===== src/rtl/avg_pkg.sv =====
// avg_pkg: shared types, default sizes and the mean helper for avg_window_accum.
//   avg_state_t     : two-state window FSM (ACCUM collects samples, HOLD presents the mean)
//   AVG_DATA_W      : default sample / mean width
//   AVG_WIN_LOG2    : default log2 of the window length
//   avg_shift_mean  : divides a window total by 2**win_log2
// Configuration macro: AVG_WINDOW_ROUND_EN selects round-half-up instead of floor.
package avg_pkg;

    typedef enum logic {
        ACCUM = 1'b0,
        HOLD  = 1'b1
    } avg_state_t;

    localparam int AVG_DATA_W    = 8;
    localparam int AVG_WIN_LOG2  = 2;
    // Working width of the helper; wide enough for any legal DATA_W/WIN_LOG2 total.
    localparam int AVG_MAX_SUM_W = 32;

    function automatic logic [AVG_MAX_SUM_W-1:0] avg_shift_mean(
        input logic [AVG_MAX_SUM_W-1:0] sum,
        input int unsigned              win_log2
    );
        logic [AVG_MAX_SUM_W-1:0] w_total;
        w_total = sum;
`ifdef AVG_WINDOW_ROUND_EN
        // Adding half an LSB of the result before the shift gives round-half-up.
        w_total = sum + (AVG_MAX_SUM_W'(1) << (win_log2 - 1));
`endif
        return w_total >> win_log2;
    endfunction

endpackage


===== src/rtl/avg_window_accum.sv =====
// avg_window_accum: accumulates 2**WIN_LOG2 samples and emits their mean.
// Ports:
//   clk       : clock, rising edge
//   rst       : asynchronous active-high reset
//   in_valid  : upstream sample valid
//   in_ready  : block accepts a sample this cycle (ACCUM and no clear)
//   in_data   : sample
//   clear     : synchronous discard of the partial window (ignored in HOLD)
//   out_valid : windowed mean available
//   out_ready : downstream accepts mean
//   out_data  : windowed mean, stable while out_valid is high
//   fill      : samples accumulated in the current window (0..N-1)
// Configuration macro: AVG_WINDOW_ROUND_EN (round-half-up mean; floor otherwise).
module avg_window_accum
    import avg_pkg::*;
#(
    parameter int DATA_W   = AVG_DATA_W,
    parameter int WIN_LOG2 = AVG_WIN_LOG2
) (
    input  logic                clk,
    input  logic                rst,
    input  logic                in_valid,
    output logic                in_ready,
    input  logic [DATA_W-1:0]   in_data,
    input  logic                clear,
    output logic                out_valid,
    input  logic                out_ready,
    output logic [DATA_W-1:0]   out_data,
    output logic [WIN_LOG2:0]   fill
);

    localparam int SUM_W  = DATA_W + WIN_LOG2;
    localparam int FILL_W = WIN_LOG2 + 1;
    localparam int N      = 1 << WIN_LOG2;

    avg_state_t          r_state;
    avg_state_t          w_state_nxt;
    logic [SUM_W-1:0]    r_sum;
    logic [FILL_W-1:0]   r_fill;
    logic                r_out_valid;
    logic [DATA_W-1:0]   r_out_data;

    logic                w_accept;
    logic                w_last;
    logic [SUM_W-1:0]    w_sum_total;

    assign w_accept    = in_valid && in_ready;
    assign w_last      = (r_fill == FILL_W'(N - 1));
    assign w_sum_total = r_sum + {{WIN_LOG2{1'b0}}, in_data};

    always_ff @(posedge clk or posedge rst) begin
        if (rst) begin
            r_state <= ACCUM;
        end else begin
            r_state <= w_state_nxt;
        end
    end

    always_comb begin
        w_state_nxt = r_state;
        in_ready    = 1'b0;
        unique case (r_state)
            ACCUM: begin
                in_ready = !clear;
                if (in_valid && !clear && w_last) begin
                    w_state_nxt = HOLD;
                end
            end
            HOLD: begin
                if (out_ready) begin
                    w_state_nxt = ACCUM;
                end
            end
            default: w_state_nxt = ACCUM;
        endcase
    end

    always_ff @(posedge clk or posedge rst) begin
        if (rst) begin
            r_sum       <= '0;
            r_fill      <= '0;
            r_out_valid <= 1'b0;
            r_out_data  <= '0;
        end else begin
            unique case (r_state)
                ACCUM: begin
                    if (clear) begin
                        r_sum  <= '0;
                        r_fill <= '0;
                    end else if (w_accept) begin
                        if (w_last) begin
                            // Window complete: the mean uses the total including this sample.
                            r_sum       <= '0;
                            r_fill      <= '0;
                            r_out_valid <= 1'b1;
                            r_out_data  <= DATA_W'(avg_shift_mean(
                                AVG_MAX_SUM_W'(w_sum_total), WIN_LOG2));
                        end else begin
                            r_sum  <= w_sum_total;
                            r_fill <= r_fill + FILL_W'(1);
                        end
                    end
                end
                HOLD: begin
                    if (out_ready) begin
                        r_out_valid <= 1'b0;
                    end
                end
                default: ;
            endcase
        end
    end

    assign out_valid = r_out_valid;
    assign out_data  = r_out_data;
    assign fill      = r_fill;

endmodule


===== config.mk =====
export PLATFORM = sky130hd
export DESIGN_NAME = avg_window_accum
export DESIGN_NICKNAME = d
export VERILOG_FILES = /design/src/rtl/avg_pkg.sv /design/src/rtl/avg_window_accum.sv
export SDC_FILE = /design/constraint.sdc
export NUM_CORES = 1
export LEC_CHECK = 0
export CAP_MARGIN = 20
export CORE_AREA = 2 2 52 54
export DETAILED_ROUTE_END_ITERATION = 10
export DIE_AREA = 0 0 54 56
export GPL_TIMING_DRIVEN = 0
export HOLD_SLACK_MARGIN = 0.15
export PLACE_DENSITY = 0.85
export SETUP_SLACK_MARGIN = 0.15
export SLEW_MARGIN = 10
export SYNTH_ARGS = -nofsm -noshare
export SYNTH_HDL_FRONTEND = slang
export SYNTH_SLANG_ARGS = --single-unit

===== constraint.sdc =====
create_clock -name clk -period 4.4 [get_ports clk]
set_input_delay 0.88 -clock clk [delete_from_list [all_inputs] [get_ports clk]]
set_output_delay 0.88 -clock clk [all_outputs]
set_load 0.01 [all_outputs]

Word level (Yosys, flattened, before mapping) --
Index checks and enable logic that the tools add are counted.
Word-level totals: flip-flop bits (word level) 23, bits of input ports 13
Cells by class: add/sub/neg operators 2, equal/unequal tests 5, mux-type cells 15, bitwise operators 2, reductions and logical operators 8
Operators with widths (count):
- 2-to-1 mux 10 bit | 3
- adder 10 x 8 -> 10 bit | 1
- 2-to-1 mux 3 bit | 3
- != test 2 bit, second input constant | 4
- AND reduction 4 bit | 2
- 2-to-1 mux 1 bit | 7
- one-hot mux 1 bit (2 select lines) | 2
- adder 3 x 1 -> 3 bit, second input constant | 1
- == test 3 x 2 -> 1 bit, second input constant | 1
- logical AND 1 bit | 3
- NOT 1 bit | 2
- AND reduction 2 bit | 1
- nonzero test 2 bit | 1
- logical NOT 1 bit | 1

Depth between registers and ports, before layout --
Gate-level depths: netlist of run 1.
depth after elaboration 6, mapped depth 8, mapped depth without buffers 8

Worst setup path after synthesis of run 1 --
No wires, ideal clock.
kind input to register, from input in_data[0], to register r_sum[8], arrival 2.385 ns, slack 1.890 ns, stages on the path 8, path buffers 0, cells stage by stage ha_1 -> inv_1 -> fa_1 -> nand2b_1 -> a21oi_1 -> a21oi_2 -> a21o_1 -> mux2_2
Between the ends: word-level cells in the longest chain between the ends 4
RTL lines:
- start, declared | line avg_window_accum.sv:24 | input logic [DATA_W-1:0] in_data,
- adder 10 x 8 -> 10 bit | line avg_window_accum.sv:49 | assign w_sum_total = r_sum + {{WIN_LOG2{1'b0}}, in_data};
- 2-to-1 mux 10 bit | line avg_window_accum.sv:91 | if (w_last) begin
- 2-to-1 mux 10 bit | line avg_window_accum.sv:90 | end else if (w_accept) begin
- 2-to-1 mux 10 bit | line avg_window_accum.sv:87 | if (clear) begin
- end signal, assigned | line avg_window_accum.sv:99 | r_sum <= w_sum_total;
- end, declared | line avg_window_accum.sv:38 | logic [SUM_W-1:0] r_sum;
No other way between the ends. The select of a mux whose other input is x is not followed. A chain may end at the register's enable or synchronous reset.

Worst setup path after layout of run 1 --
from input clear, to output in_ready
Between the ends: word-level cells in the longest chain between the ends 2
RTL lines:
- start, declared | line avg_window_accum.sv:25 | input logic clear,
- logical NOT 1 bit | line avg_window_accum.sv:64 | in_ready = !clear;
- 2-to-1 mux 1 bit | line avg_window_accum.sv:62 | unique case (r_state)
- end, declared | line avg_window_accum.sv:23 | output logic in_ready,
No other way between the ends.

==> results of run 1 <==
-- placed cells by master (no fill, tap or decap), types with 2 or more instances in the layout --
cell / n
dfrtp_1: 23
a21o_1: 4
ha_1: 9
nand2b_1: 2
o21ai_1: 2
xnor2_1: 5
clkbuf_1: 4
inv_1: 7
mux2_2: 5
a31oi_1: 2
clkdlybuf4s50_1: 25
a21oi_1: 6
clkbuf_4: 3
a22o_1: 5
nor2_1: 4
o21ai_0: 11
xor2_1: 3
nand2_1: 13
-- state kept, by name, indices dropped and copies added (netlist names) --
name and cells:
out_valid 1, fill 3, r_state 1, out_data 8, r_sum 10
-- power by group --
group,internal (mW),leakage (nW),switching (mW)
sequential,0.244,0.310,0.0209
combinational,0.108,0.396,0.0972
clock,0.0353,0.0150,0.0580
total,0.388,0.722,0.176
-- critical path: cells and delay by family --
family	cells	cell delay (ns)
simple gates	1	0.23
buf+inv	2	1.03
-- layout make-up --
type / count / area share, %
timing repair buffer: 25 / 16.0
multi-input combinational: 87 / 40.7
sequential: 23 / 36.8
clock buffer: 4 / 1.68
tap: 30 / 2.40
inverter: 7 / 1.68
buffer: 3 / 0.721
-- stage by stage --
| stage | util [%] | hold slack, ns | power, mW | area (um2) | setup WS [ns] |
|---|---|---|---|---|---|
| 5_1_grt | 64.2 | 0.537 | 0.606 | 1560 | 1.28 |
| 2_1_floorplan | - | 0.454 | 0.389 | 1250 | 1.89 |
| 6_report | 64.2 | 0.492 | 0.564 | 1560 | 1.37 |
| 4_1_cts | 64.2 | 0.499 | 0.570 | 1560 | 1.38 |
| 3_3_place_gp | 63.2 | 0.460 | 0.464 | 1540 | 1.30 |
| 3_5_place_dp | 63.2 | 0.469 | 0.475 | 1540 | 1.20 |
-- worst min-delay path by stage --
stage	start	to	slack, ns	cells past startpoint
after floorplan	r_sum[2]	r_sum[2]	0.45	2
after detailed placement	out_valid	out_valid	0.47	2
after global routing	out_data[7]	out_data[7]	0.54	2
after CTS	out_valid	out_valid	0.50	2
after global placement	out_valid	out_valid	0.46	2
final	out_valid	out_valid	0.49	2
-- kinds of logic (layout without fill, tap and decap cells) --
group,count (synthesis),after routing
adders and majority gates,10,10
AOI/OAI and AO/OA,38,38
and+or+nand+nor,26,26
muxes,5,5
DFF,23,23
xor gates and xnor gates,8,8
buffers and inverters,10,39
-- routing by layer --
metal,up-vias,track usage (%),wire (um)
met5,-,0,0
met4,0,5.36,17
li1,484,-,-
met1,497,26.5,1170
met2,22,34.5,1370
met3,4,3.23,107
==> results.cfg, run 1 <==
[logic_synthesis]
synth_area_um2 = 1250
synthMostInstantiatedCell = dfrtp_1
synth_top_family_by_area = compound AO/OA/AOI/OAI gates
yosysTopAreaCell = dfrtp_1
synthMuxAreaShare_pct = 4.51
yosysSeqAreaShare_pct = 46.1
yosysUniqueCellTypes = 32
synth-adder-area-share_pct = 10.6
synth_simple_gate_area_share_pct = 9.92
ys.warnings.count = 0
postSynthAreaPerCell_um2 = 10.4
synth_compound_area_share_pct = 20.2
synth.area.top_cells = dfrtp_1 (46%), ha_1 (9.0%), mux2_2 (4.5%)
ys_ff_latch = 23
synth_xor_xnor_area_share_pct = 5.61
synth.top_cell.area_share_pct = 46.1
synth_nets = 143
synth_commonest_cells = dfrtp_1 (23), nand2_1 (13), o21ai_0 (11), ha_1 (9), inv_1 (7)
synthCells = 120
synth-edff-count = 0
yosys_most_used_dff = dfrtp_1
synth_async_sr_flop_share_pct = 100

[timing]
maxSlewHeadroom_pct = 43.0
finalCriticalPeriod_ns = 3.03
finalClockSkew_ns = 0.00465
rsz0062_at_grt = no
max_slew.worst_pin.slew_ns = 0.854
final.setup.tns_ns = 0
drv_slew = 0
finalHoldViolCount = 0
setup_viol = 0
period_share_pct = 68.8
fmax_mhz = 330

[finish]
syn_to_final_growth_pct = 25.2
layout.cells.non_filler = 179
multi_input_area_um2 = 636
drive_above_1_share_pct = 8.05
fillCellCount = 217
register_area_um2 = 576
finalNetCount = 173
antenna_cells = 0

[setup_path]
endpoint = in_ready
reg2reg_to = r_sum[8]
r2r_start = r_sum[0]
required_ns = 3.52
regToRegSetupSlack_ns = 2.14
crit_arrival_ns = 2.15
slowest_stage = clkdlybuf4s50_1
crit_type = input port to output pin
cp_common_cell = clkdlybuf4s50_1
critPathMaxFanout = 4
startpoint = clear
slowest_delay_ns = 0.58
end_kind = output pin
worstPathCellList = clkdlybuf4s50_1 > nor2_1 > clkdlybuf4s50_1
start_kind = input port
ff2ff_path_depth = 8

[global_route]
grt_pass1_vias = 1026
overflow = 0
grt_use_total_pct = 20.4
antenna_found_initial = 0
grt_max_degree = 24
grt_pass1_wl_mm = 4.61

[clock_tree]
insertion_delay_ns = 0.30
cts_max_path_buffers = 2
cts-root-buf = clkbuf_4
hold_buffers = 0
cts_buffers = 3
tritoncts = done
cts-resized-gates = 0
postCtsSetupRepairBufs = 0
htree_levels = 1
clkSinkCount = 23
clk_pin_slew_ns = 0.11

[route]
drt-total-wl_mm = 2.67
drt_pass1_iterations = 4
ant_nets = 0
drc = 0
via_count = 1007
wl_per_cell_um = 14.9
drtIter0Drc = 17
viasPerCell = 5.63

[pwr]
power.leakage_nw = 0.722
ir_drop_v = 0.000227
pwr_density_cell_nw_per_um2 = 361

[placed_design]
port_buffers = 25
hpwl_mm = 1.99
gp_congestion = 0.839
place_inst = 175

[floorplan]
start_util_pct = 51.3
io_pins = 26
core_area_um2 = 2430
rows = 18
die_area_um2 = 3020
die_y_um = 56
fp.dieW_um = 54

[run]
maxCapViolations = 0

[min_path]
hold_class = flip-flop to flip-flop

[outcome]
outcome = completed
Note: power is estimated with default switching activity, not from simulation.
==> inputs of run 2 (changes only) <==
- CORE_AREA: 2 2 52 54 -> 2 2 53 55
- DIE_AREA: 0 0 54 56 -> 0 0 55 57
- PLACE_DENSITY: 0.85 -> 0.82
- clock period: 4.4 -> 3.1 ns (I/O delays scaled with it)
==> run 2 against run 1 <==
Effect of this change:
- sequential cell count unchanged
- register-to-register slack got worse by 1.2 ns
- die area increased by 3.7%
- clock skew increased by 0.0029 ns
==> results.cfg, run 2 (synthesized netlist as in run 1, its figures left out) <==
[setup_path]
worstPathCellList = clkdlybuf4s50_1 > ha_1 > inv_1 > fa_1 > nand2b_1 > a21oi_1 > a31oi_1 > xnor2_1 > mux2_2
startpoint = in_data[0]
end_kind = flip-flop
path_buf_inv = 2
r2r_start = r_sum[0]
cp_top_family = adder cells
ff2ff_path_depth = 8
slowest_stage = clkdlybuf4s50_1
crit_arrival_ns = 2.78
slowest_delay_ns = 0.46
regToRegSetupSlack_ns = 0.92
critPathMaxFanout = 3
required_ns = 3.32
reg2reg_to = out_data[4]
crit_type = input port to flip-flop
start_kind = input port

[timing]
final.setup.tns_ns = 0
rsz0062_at_grt = no
finalHoldViolCount = 0
drv_slew = 0
worst_slack_ns = 0.540
period_share_pct = 82.6
maxSlewHeadroom_pct = 42.5
setup_viol = 0
finalClockSkew_ns = 0.00752
fmax_mhz = 391
max_slew.worst_pin.slew_ns = 0.861
finalCriticalPeriod_ns = 2.56

[run]
maxCapViolations = 0

[route]
drtIter0Drc = 14
wl_per_cell_um = 13.5
via_count = 986
ant_nets = 0
drt_pass1_iterations = 4
drt-total-wl_mm = 2.44
drc = 0
viasPerCell = 5.48

[clock_tree]
clk_pin_slew_ns = 0.13
clkSinkCount = 23
cts-root-buf = clkbuf_4
postCtsSetupRepairBufs = 0
hold_buffers = 0
insertion_delay_ns = 0.32
tritoncts = done
htree_levels = 1
cts-resized-gates = 0
cts_buffers = 3
cts_max_path_buffers = 2

[global_route]
grt_use_total_pct = 19.1
overflow = 0
top_usage_layer = met2
grt_pass1_wl_mm = 4.29
grt_max_degree = 24
met3_usage_pct = 3.93
grt_pass1_vias = 1008
grtUsageMet1_pct = 25.5
antenna_found_initial = 0
met2_usage_pct = 28.6

[floorplan]
core_area_um2 = 2620
rows = 19
fp.dieW_um = 55
die_area_um2 = 3140
die_y_um = 57
io_pins = 26
start_util_pct = 47.8

[min_path]
hold_end = out_valid
min_path_cells = 2
hold_class = flip-flop to flip-flop
worst_hold_startpoint = out_valid

[finish]
regMostFlops = r_sum
antenna_cells = 0
stdcell_area_um2 = 1570
finalNetCount = 173
drive_above_1_share_pct = 8.72
syn_to_final_growth_pct = 25.4
largest_reg_flops = 10
layout.cells.non_filler = 180
mostFrequentLayoutCells = clkdlybuf4s50_1 (25), dfrtp_1 (23), nand2_1 (13)
mostFrequentLayoutCell = clkdlybuf4s50_1

[placed_design]
place_inst = 176
place_ws_ns = 0.207
dpl_cell_area_um2 = 1540
port_buffers = 25
gp_congestion = 0.889
hpwl_mm = 1.82

[pwr]
p_sw_uw = 258
clockPowerShare_pct = 17.7
pwr_density_cell_nw_per_um2 = 515
power_uw = 806
power_frac_comb_pct = 35.8
p_int_uw = 548
p_sw_share_pct = 32.0
power.leakage_nw = 0.724
ir_drop_v = 0.000364
seqPwrFrac_pct = 46.5

[outcome]
outcome = completed
==> run 2: cell types whose count changed in the layout (fill, tap and decap cells not counted), sizes merged <==
cell,delta
clkinv,+1
clkbuf,-1
==> run 2: worst register-to-register path, stage by stage (launching register included) <==
cell and delay (ns):
dfrtp_1 0.38, ha_1 0.18, inv_1 0.06, fa_1 0.40
nand2b_1 0.16, a21oi_1 0.29, a31oi_1 0.17, xnor2_1 0.17
mux2_2 0.27
==> run 2: layout make-up <==
cell class | count | area (um2)
Sequential cell | 23 | 576
Multi-Input combinational cell | 87 | 636
Clock inverter | 1 | 5.00
Tap cell | 31 | 38.8
Inverter | 7 | 26.3
Fill cell | 236 | 1050
Buffer | 3 | 11.3
Clock buffer | 3 | 22.5
Timing Repair Buffer | 25 | 250
==> run 2: worst max path at each step <==
stage / endpoint / cells past startpoint
final: out_data[4] / 9
after global placement: out_data[4] / 9
after floorplan: r_sum[8] / 8
after global routing: out_data[4] / 9
after detailed placement: out_data[4] / 9
after CTS: out_data[4] / 9
==> run 2: routing by layer <==
| layer | vias to the layer above | share of wire, % |
|---|---|---|
| met5 | - | 0 |
| li1 | 488 | - |
| met4 | 0 | 3.0 |
| met3 | 6 | 3.9 |
| met1 | 468 | 47 |
| met2 | 24 | 46 |
==> run 2: through the flow <==
stage	hold slack, ns	util, %
floorplan	0.454	-
global placement	0.461	58.8
detailed placement	0.469	58.8
CTS	0.500	59.9
global route	0.521	59.9
finish	0.495	59.9
==> run 2: power by group through the flow <==
stage / sequential (mW) / combinational (mW) / clock (mW)
2_1_floorplan: 0.391 / 0.161 / 0
3_3_place_gp: 0.379 / 0.280 / 0
3_5_place_dp: 0.381 / 0.287 / 0
4_1_cts: 0.375 / 0.289 / 0.149
5_1_grt: 0.380 / 0.319 / 0.163
6_report: 0.375 / 0.289 / 0.142
